[config.mk]
export PLATFORM = sky130hd
export DESIGN_NAME = gpio_digit_tx
export DESIGN_NICKNAME = d
export VERILOG_FILES = /design/src/rtl/gpio_digit_tx.sv
export SDC_FILE = /design/constraint.sdc
export NUM_CORES = 1
export LEC_CHECK = 0
export ABC_CLOCK_PERIOD_IN_PS = 2600
export CAP_MARGIN = 10
export CORE_MARGIN = 3
export CORE_UTILIZATION = 59
export CTS_BUF_LIST = sky130_fd_sc_hd__clkbuf_2 sky130_fd_sc_hd__clkbuf_4 sky130_fd_sc_hd__clkbuf_8
export DETAILED_ROUTE_END_ITERATION = 6
export PLACE_DENSITY = 0.83
export SYNTH_ARGS = -nofsm -noshare
export SYNTH_HDL_FRONTEND = slang
export SYNTH_SLANG_ARGS = --single-unit
export TNS_END_PERCENT = 20
[constraint.sdc]
create_clock -name clk -period 2.6 [get_ports clk]
set_input_delay 0.65 -clock clk [delete_from_list [all_inputs] [get_ports clk]]
set_output_delay 0.65 -clock clk [all_outputs]
set_load 0.005 [all_outputs]
[src/rtl/gpio_digit_tx.sv]
`default_nettype none
// ============================================================================
// Module   : gpio_digit_tx
// Purpose  : FPGA->MCU digit transmitter; FIFO-buffered 4-phase req/ack link.
// Revision : 1.0  initial release
// ============================================================================
module gpio_digit_tx #(
    parameter int DEPTH   = 4,
    parameter int SETUP   = 2,
    parameter int TIMEOUT = 1024
) (
    input  logic                     clk,
    input  logic                     reset,
    input  logic                     send,
    input  logic [3:0]               send_digit,
    output logic                     full,
    output logic [$clog2(DEPTH):0]   count,
    output logic [3:0]               out_digit,
    output logic                     out_req,
    input  logic                     ack_in,
    output logic                     busy,
    output logic                     timeout_err
);

    localparam int c_ptr_w = $clog2(DEPTH);
    localparam int c_cnt_w = c_ptr_w + 1;
    localparam int c_tmax  = (TIMEOUT > SETUP) ? TIMEOUT : SETUP;
    localparam int c_tmr_w = $clog2(c_tmax) + 1;

    typedef enum logic [1:0] {
        ST_IDLE    = 2'd0,
        ST_SETUP   = 2'd1,
        ST_REQ     = 2'd2,
        ST_RELEASE = 2'd3
    } state_t;

    state_t               state_q, state_d;
    logic [c_tmr_w-1:0]   timer_q, timer_d;
    logic [c_cnt_w-1:0]   count_q, count_d;
    logic [c_ptr_w-1:0]   wr_ptr_q, wr_ptr_d;
    logic [c_ptr_w-1:0]   rd_ptr_q, rd_ptr_d;
    logic [3:0]           out_digit_q, out_digit_d;
    logic                 out_req_q, out_req_d;
    logic                 timeout_err_q, timeout_err_d;
    logic                 ack_meta_q, ack_s_q;
    logic [3:0]           mem_q [DEPTH];
    logic                 push, pop, full_w;

    assign full_w      = (count_q == c_cnt_w'(DEPTH));
    assign push        = send && !full_w;
    assign full        = full_w;
    assign count       = count_q;
    assign out_digit   = out_digit_q;
    assign out_req     = out_req_q;
    assign timeout_err = timeout_err_q;
    assign busy        = (state_q != ST_IDLE) || (count_q != '0);

    always_comb begin
        state_d       = state_q;
        timer_d       = timer_q;
        out_digit_d   = out_digit_q;
        timeout_err_d = 1'b0;
        pop           = 1'b0;
        case (state_q)
            ST_IDLE: begin
                // A still-high ack from the previous word blocks the next pop.
                if (count_q != '0 && !ack_s_q) begin
                    pop         = 1'b1;
                    out_digit_d = mem_q[rd_ptr_q];
                    timer_d     = '0;
                    state_d     = ST_SETUP;
                end
            end
            ST_SETUP: begin
                if (timer_q == c_tmr_w'(SETUP - 1)) begin
                    timer_d = '0;
                    state_d = ST_REQ;
                end else begin
                    timer_d = timer_q + c_tmr_w'(1);
                end
            end
            ST_REQ: begin
                if (ack_s_q) begin
                    timer_d = '0;
                    state_d = ST_RELEASE;
                end else if (timer_q == c_tmr_w'(TIMEOUT - 1)) begin
                    timeout_err_d = 1'b1;
                    state_d       = ST_IDLE;
                end else begin
                    timer_d = timer_q + c_tmr_w'(1);
                end
            end
            ST_RELEASE: begin
                if (!ack_s_q) begin
                    state_d = ST_IDLE;
                end else if (timer_q == c_tmr_w'(TIMEOUT - 1)) begin
                    timeout_err_d = 1'b1;
                    state_d       = ST_IDLE;
                end else begin
                    timer_d = timer_q + c_tmr_w'(1);
                end
            end
            default: state_d = ST_IDLE;
        endcase

        out_req_d = (state_d == ST_REQ);
        wr_ptr_d  = push ? wr_ptr_q + c_ptr_w'(1) : wr_ptr_q;
        rd_ptr_d  = pop  ? rd_ptr_q + c_ptr_w'(1) : rd_ptr_q;
        case ({push, pop})
            2'b10:   count_d = count_q + c_cnt_w'(1);
            2'b01:   count_d = count_q - c_cnt_w'(1);
            default: count_d = count_q;
        endcase
    end

    always_ff @(posedge clk) begin
        if (!reset) begin
            state_q       <= ST_IDLE;
            timer_q       <= '0;
            count_q       <= '0;
            wr_ptr_q      <= '0;
            rd_ptr_q      <= '0;
            out_digit_q   <= '0;
            out_req_q     <= 1'b0;
            timeout_err_q <= 1'b0;
            ack_meta_q    <= 1'b0;
            ack_s_q       <= 1'b0;
        end else begin
            state_q       <= state_d;
            timer_q       <= timer_d;
            count_q       <= count_d;
            wr_ptr_q      <= wr_ptr_d;
            rd_ptr_q      <= rd_ptr_d;
            out_digit_q   <= out_digit_d;
            out_req_q     <= out_req_d;
            timeout_err_q <= timeout_err_d;
            ack_meta_q    <= ack_in;
            ack_s_q       <= ack_meta_q;
        end
    end

    always_ff @(posedge clk) begin
        if (push) begin
            mem_q[wr_ptr_q] <= send_digit;
        end
    end

endmodule
`default_nettype wire

# Yosys cells after proc, flatten, opt, wreduce, memory -nomap -nowiden
# Memory sizes are Yosys's and may differ from the RTL's. A register that Yosys moved wholly into a read port is not among the register bits.
# Index checks and enable logic that the tools add are counted.
[totals]
reg_bits = 24
mem_bits_rw = 16
input_bits = 8
out_inout_bits = 11
elab_cells = 59
mem_count = 1
[mem_list]
columns = ["name", "words", "word_bits", "read_ports", "rd_clocked_by_memory_dff", "wr", "line", "source"]
rows = [
  ["mem_q", 4, 4, 1, 1, 1, "46", "logic [3:0] mem_q [DEPTH];"],
]
[classes]
add_sub_neg = 5
n_eq_ne = 11
muxes = 21
n_reduce_logical = 12
[ops]
columns = ["op", "n"]
rows = [
  ["11-bit two-way mux", 5],
  ["11-bit one-hot mux with 4 select lines", 1],
  ["11-bit by 1-bit adder with 11-bit output, second input constant", 1],
  ["11-bit by 1-bit equality test with 1-bit output, second input constant", 1],
  ["11-bit by 10-bit equality test with 1-bit output, second input constant", 1],
  ["2-bit two-way mux", 5],
  ["2-bit equality test, second input constant", 4],
  ["2-bit one-hot mux with 4 select lines", 1],
  ["1-bit two-way mux", 7],
  ["3-bit one-hot mux with 2 select lines", 1],
  ["2-bit by 1-bit adder with 2-bit output, second input constant", 2],
  ["2-bit by 1-bit equality test with 1-bit output, second input constant", 2],
  ["2-bit inequality test, second input constant", 2],
  ["2-bit AND reduction", 2],
  ["2-bit nonzero test", 2],
  ["3-bit by 1-bit adder with 3-bit output, second input constant", 1],
  ["3-bit equality test, second input constant", 1],
  ["1-bit logical NOT", 3],
  ["3-bit nonzero test", 1],
  ["3-bit by 1-bit subtractor with 3-bit output, second input constant", 1],
  ["1-bit logical AND", 2],
  ["2-bit logical NOT", 1],
  ["1-bit one-hot mux with 2 select lines", 1],
  ["1-bit logical OR", 1],
]

# Logic depth before layout (Yosys ltp)
[depth]
depth_word = 6
mapped_depth = 11
depth_no_buf = 10

# Least setup slack after synthesis
# No wires, ideal clock.
[synth_timing]
path_kind = "register -> register"
start = "register state_q[1]"
end = "register count_q[2], in the netlist count[2]"
setup_ps = 72
t_arrival_ps = 2250
t_required_ps = 2528
path_slack_ps = 278
path_stages_with_launch = 9
path_buffers = 1
period_less_slack_ps = 2322
path_cell_list = "dfxtp_1 -> buf_2 -> nor4_4 -> ha_1 -> inv_1 -> fa_1 -> xor2_1 -> or3_1 -> a21oi_1"
[synth_between]
elab_chain_len = 4
word_cells_on_any_way = 6
cone_classes = "eq/ne (2); mux (2); reduce/logical (2)"
[synth_rtl]
columns = ["element", "line", "source"]
rows = [
  ["start: declaration", "37", "state_t state_q, state_d;"],
  ["start signal: assignment", "129", "state_q <= state_d;"],
  ["2-bit logical NOT (*)", "64", "case (state_q)"],
  ["1-bit two-way mux (*)", "64", ""],
  ["via pop", "47", "logic push, pop, full_w;"],
  ["2-bit by 1-bit equality test with 1-bit output / 2-bit equality test (equally long branches)", "109", "case ({push, pop})"],
  ["3-bit one-hot mux with 2 select lines / 2-bit nonzero test (equally long branches)", "-", ""],
  ["end signal: assignment", "131", "count_q <= count_d;"],
  ["end: declaration", "39", "logic [c_cnt_w-1:0] count_q, count_d;"],
]
# The timed path passes the listed nets; every way through them passes the cells marked *.
# A chain may end at the register's enable or synchronous reset.

# Worst setup path in the final report
[layout_timing]
start = "register count_q[0], in the netlist count[0]"
end = "output busy"
[layout_between]
elab_chain_len = 2
[layout_rtl]
columns = ["element", "line", "source"]
rows = [
  ["3-bit nonzero test", "56", "assign busy = (state_q != ST_IDLE) || (count_q != '0);"],
  ["1-bit logical OR", "56", ""],
  ["end: declaration", "21", "output logic busy,"],
]
# No other way between the ends.

==> impl_results.md <==
- Synth Instances: 199
- Initial antenna violation count: 0
- Global-route wire length before repair: 6.95 mm
- Post-synth top cells: dfxtp_1 (28), nor2_1 (17), edfxtp_1 (16)
- CTS tree: built
- Remaining DRCs: 0
- Netlist Area Pre-Place: 2110 um^2
- Final #Nets: 237
- Fill cells: 247
- Post-route cell area: 2440 um^2
- CTS-repair resized insts: 0
- Largest net degree at the start of global routing: 15
- Fraction of layout cells with a size suffix above 1: 10.8%
- Pwr Total: 2.26 mW
- Util after Layout: 72.1%
- Initial Utilization: 62.4%
- Antenna-violating nets left: 0
- Worst skew pair latency: 350 ps
- Number of synthesized register bits: 44
- Syn Area/Cell: 10.6 um^2
- CTS clock-pin slew for the worst setup and hold paths: 130 ps
- Top-count cell post-synth: dfxtp_1
- YS warnings: 0
- Worst min path class: flip-flop to flip-flop
- H-tree levels: 2
- RSZ-0062 raised after global routing: no
- Worst clock skew: 4.43 ps
- Core Region: 3390 um^2
- Hold path depth: 1
- Hold worst-path end: ack_s_q$_SDFF_PN0_
- Clock Path Buffers: 2
- Pleak: 0.884 nW
- Synth unique cells: 48
- Status: completed
- Iteration-0 DRC Markers: 93
- Number of CTS-inserted buffers: 5
- Slew HR: 60.2%
- Clock tree sinks: 44
- Pwr dens: 923 nW/um^2
- Slew Limit Fails: 0
- Minimum clock period: 2390 ps
- R2r endpoint: count[2]$_SDFFE_PN0P_
- GRT overflow: 0
- Clock root buffer: clkbuf_4
- Crit path capture type: primary output
- DP Wirelength: 3.12 mm
- HP Start: ack_meta_q$_SDFF_PN0_
- WL/cell: 15.0 um
- Max Cap Viol: 0
- Final setup viols: 0
- EDFF count, synth: 16
- Fmax: 418 MHz
- Req. time, crit path: 1950 ps
- IO Count: 19
- Pre-antenna DRT Iters: 4
- Asr flop ratio synth: 0%
- CP max FO: 4
- Routability Congestion: 0.887
- Slew @ Worst Pin: 591 ps
- Crit path launch type: flip-flop
- Setup tns final: 0 ps
- Synth area leader: dfxtp_1
- Peak VDD IR: 0.775 mV
- Final Hold Fails: 0
- IO Port Bufs: 18
- Via/cell ratio: 5.77
- FP Rows: 21
- Ant diodes: 0
- Mapped Nets: 215
- Area Growth Syn to Fin: 15.5%
- Worst R2R Start: state_q[1]$_SDFF_PN0_
- GRT Overall Usage: 21.1%
- CP Class: flip-flop to primary output
- Multi-input logic area: 987 um^2
- Die Ht: 65.9 um
- Postcts setup bufs: 0
- Chip width: 65.9 um
- Tcrit/Tclk final: 92.1%
- R2r setup slk: 470 ps
- Placed inst area: 2350 um^2
- Post-Route WL: 4.02 mm
- Sequential cell area: 1040 um^2
- Area of the die: 4340 um^2
- Number of global-route vias before repair: 1561
- CTS Hold Bufs: 0
- Post-synthesis sequential area ratio: 49.2%
- Via count: 1546
- R2R cell count: 7
- Area contributors post-synth: dfxtp_1 (27%), edfxtp_1 (23%), mux4_2 (4.3%)
- Ys flop type: dfxtp_1
- Top-area cell type share of the netlist area: 26.5%
- Data arrival, critical path: 1740 ps
[per-layer routing]
metal  wire [um]  global-route usage, %
met4          87                   9.84
met5           0                      0
met1        1660                   25.4
met3         170                   4.76
met2        2100                   35.7
[area by class of cell]
type	count	share of cell area (%)
clock buffers	6	2.10
clock inverters	2	1.59
inverters	13	2.00
multi-input cells	134	40.4
flip-flops and latches	44	42.6
well taps	46	2.36
repair buffers	23	8.91
[worst max-delay path by stage]
stage,startpoint,to,slack [ps],cells past startpoint
global placement,send,count[2]$_SDFFE_PN0P_,140,9
finish,count[0]$_SDFFE_PN0P_,busy,210,3
floorplan,state_q[1]$_SDFF_PN0_,count[2]$_SDFFE_PN0P_,280,8
detailed placement,send,count[2]$_SDFFE_PN0P_,50,9
CTS,count[0]$_SDFFE_PN0P_,busy,190,3
global route,count[0]$_SDFFE_PN0P_,busy,70,3
[layout by cell type (no fill, tap or decap), drive strengths merged, types with 4 or more instances in the layout]
cell type and count:
clkbuf 6, clkdlybuf4s50 18, nand2 11, nor3 5, and3 5, and2 7, ha 7, a21oi 8
inv 12, o21ai 10, dfxtp 28, edfxtp 16, o211ai 4, nand3 11, nor2 17, nand4 4
mux4 4, xnor2 4, mux2i 5, buf 5
[where the power goes]
part | internal [mW] | leakage, nW | switching [mW] | total, mW
Sequential | 0.823 | 0.375 | 0.107 | 0.930
Combinational | 0.432 | 0.461 | 0.446 | 0.879
Clock | 0.230 | 0.0484 | 0.216 | 0.447
Total | 1.49 | 0.884 | 0.770 | 2.26
[through the flow]
stage               hold WS, ps  worst slack [ps]  std cells
finish                      455               206        268
global route                477              73.2        268
CTS                         459               189        268
detailed placement          425              54.0        260
global placement            419               144        260
floorplan                   412               278        199
[state kept, by name, indices dropped and copies added, names as in the netlist]
signal,cells
mem_q,16
timer_q,11
out_digit,4
count,3
rd_ptr_q,2
state_q,2
wr_ptr_q,2
ack_meta_q,1
ack_s_q,1
out_req,1
timeout_err,1
[worst max-delay path: stages (launching register included)]
cell and delay (ps):
dfxtp_1 370, nor3_1 460, nand2_1 110, clkdlybuf4s50_1 460
[cell families (layout without fill, tap and decap cells)]
group	count (synthesis)	after routing	share of synthesized area, %
compound gates	35	35	12.2
xor+xnor	7	7	2.90
fa+ha+maj	8	8	5.09
buf+inv	21	44	4.08
flops	44	44	49.2
mux	9	9	6.63
simple gates	75	75	19.8
Power figures use the tool's default switching activity.
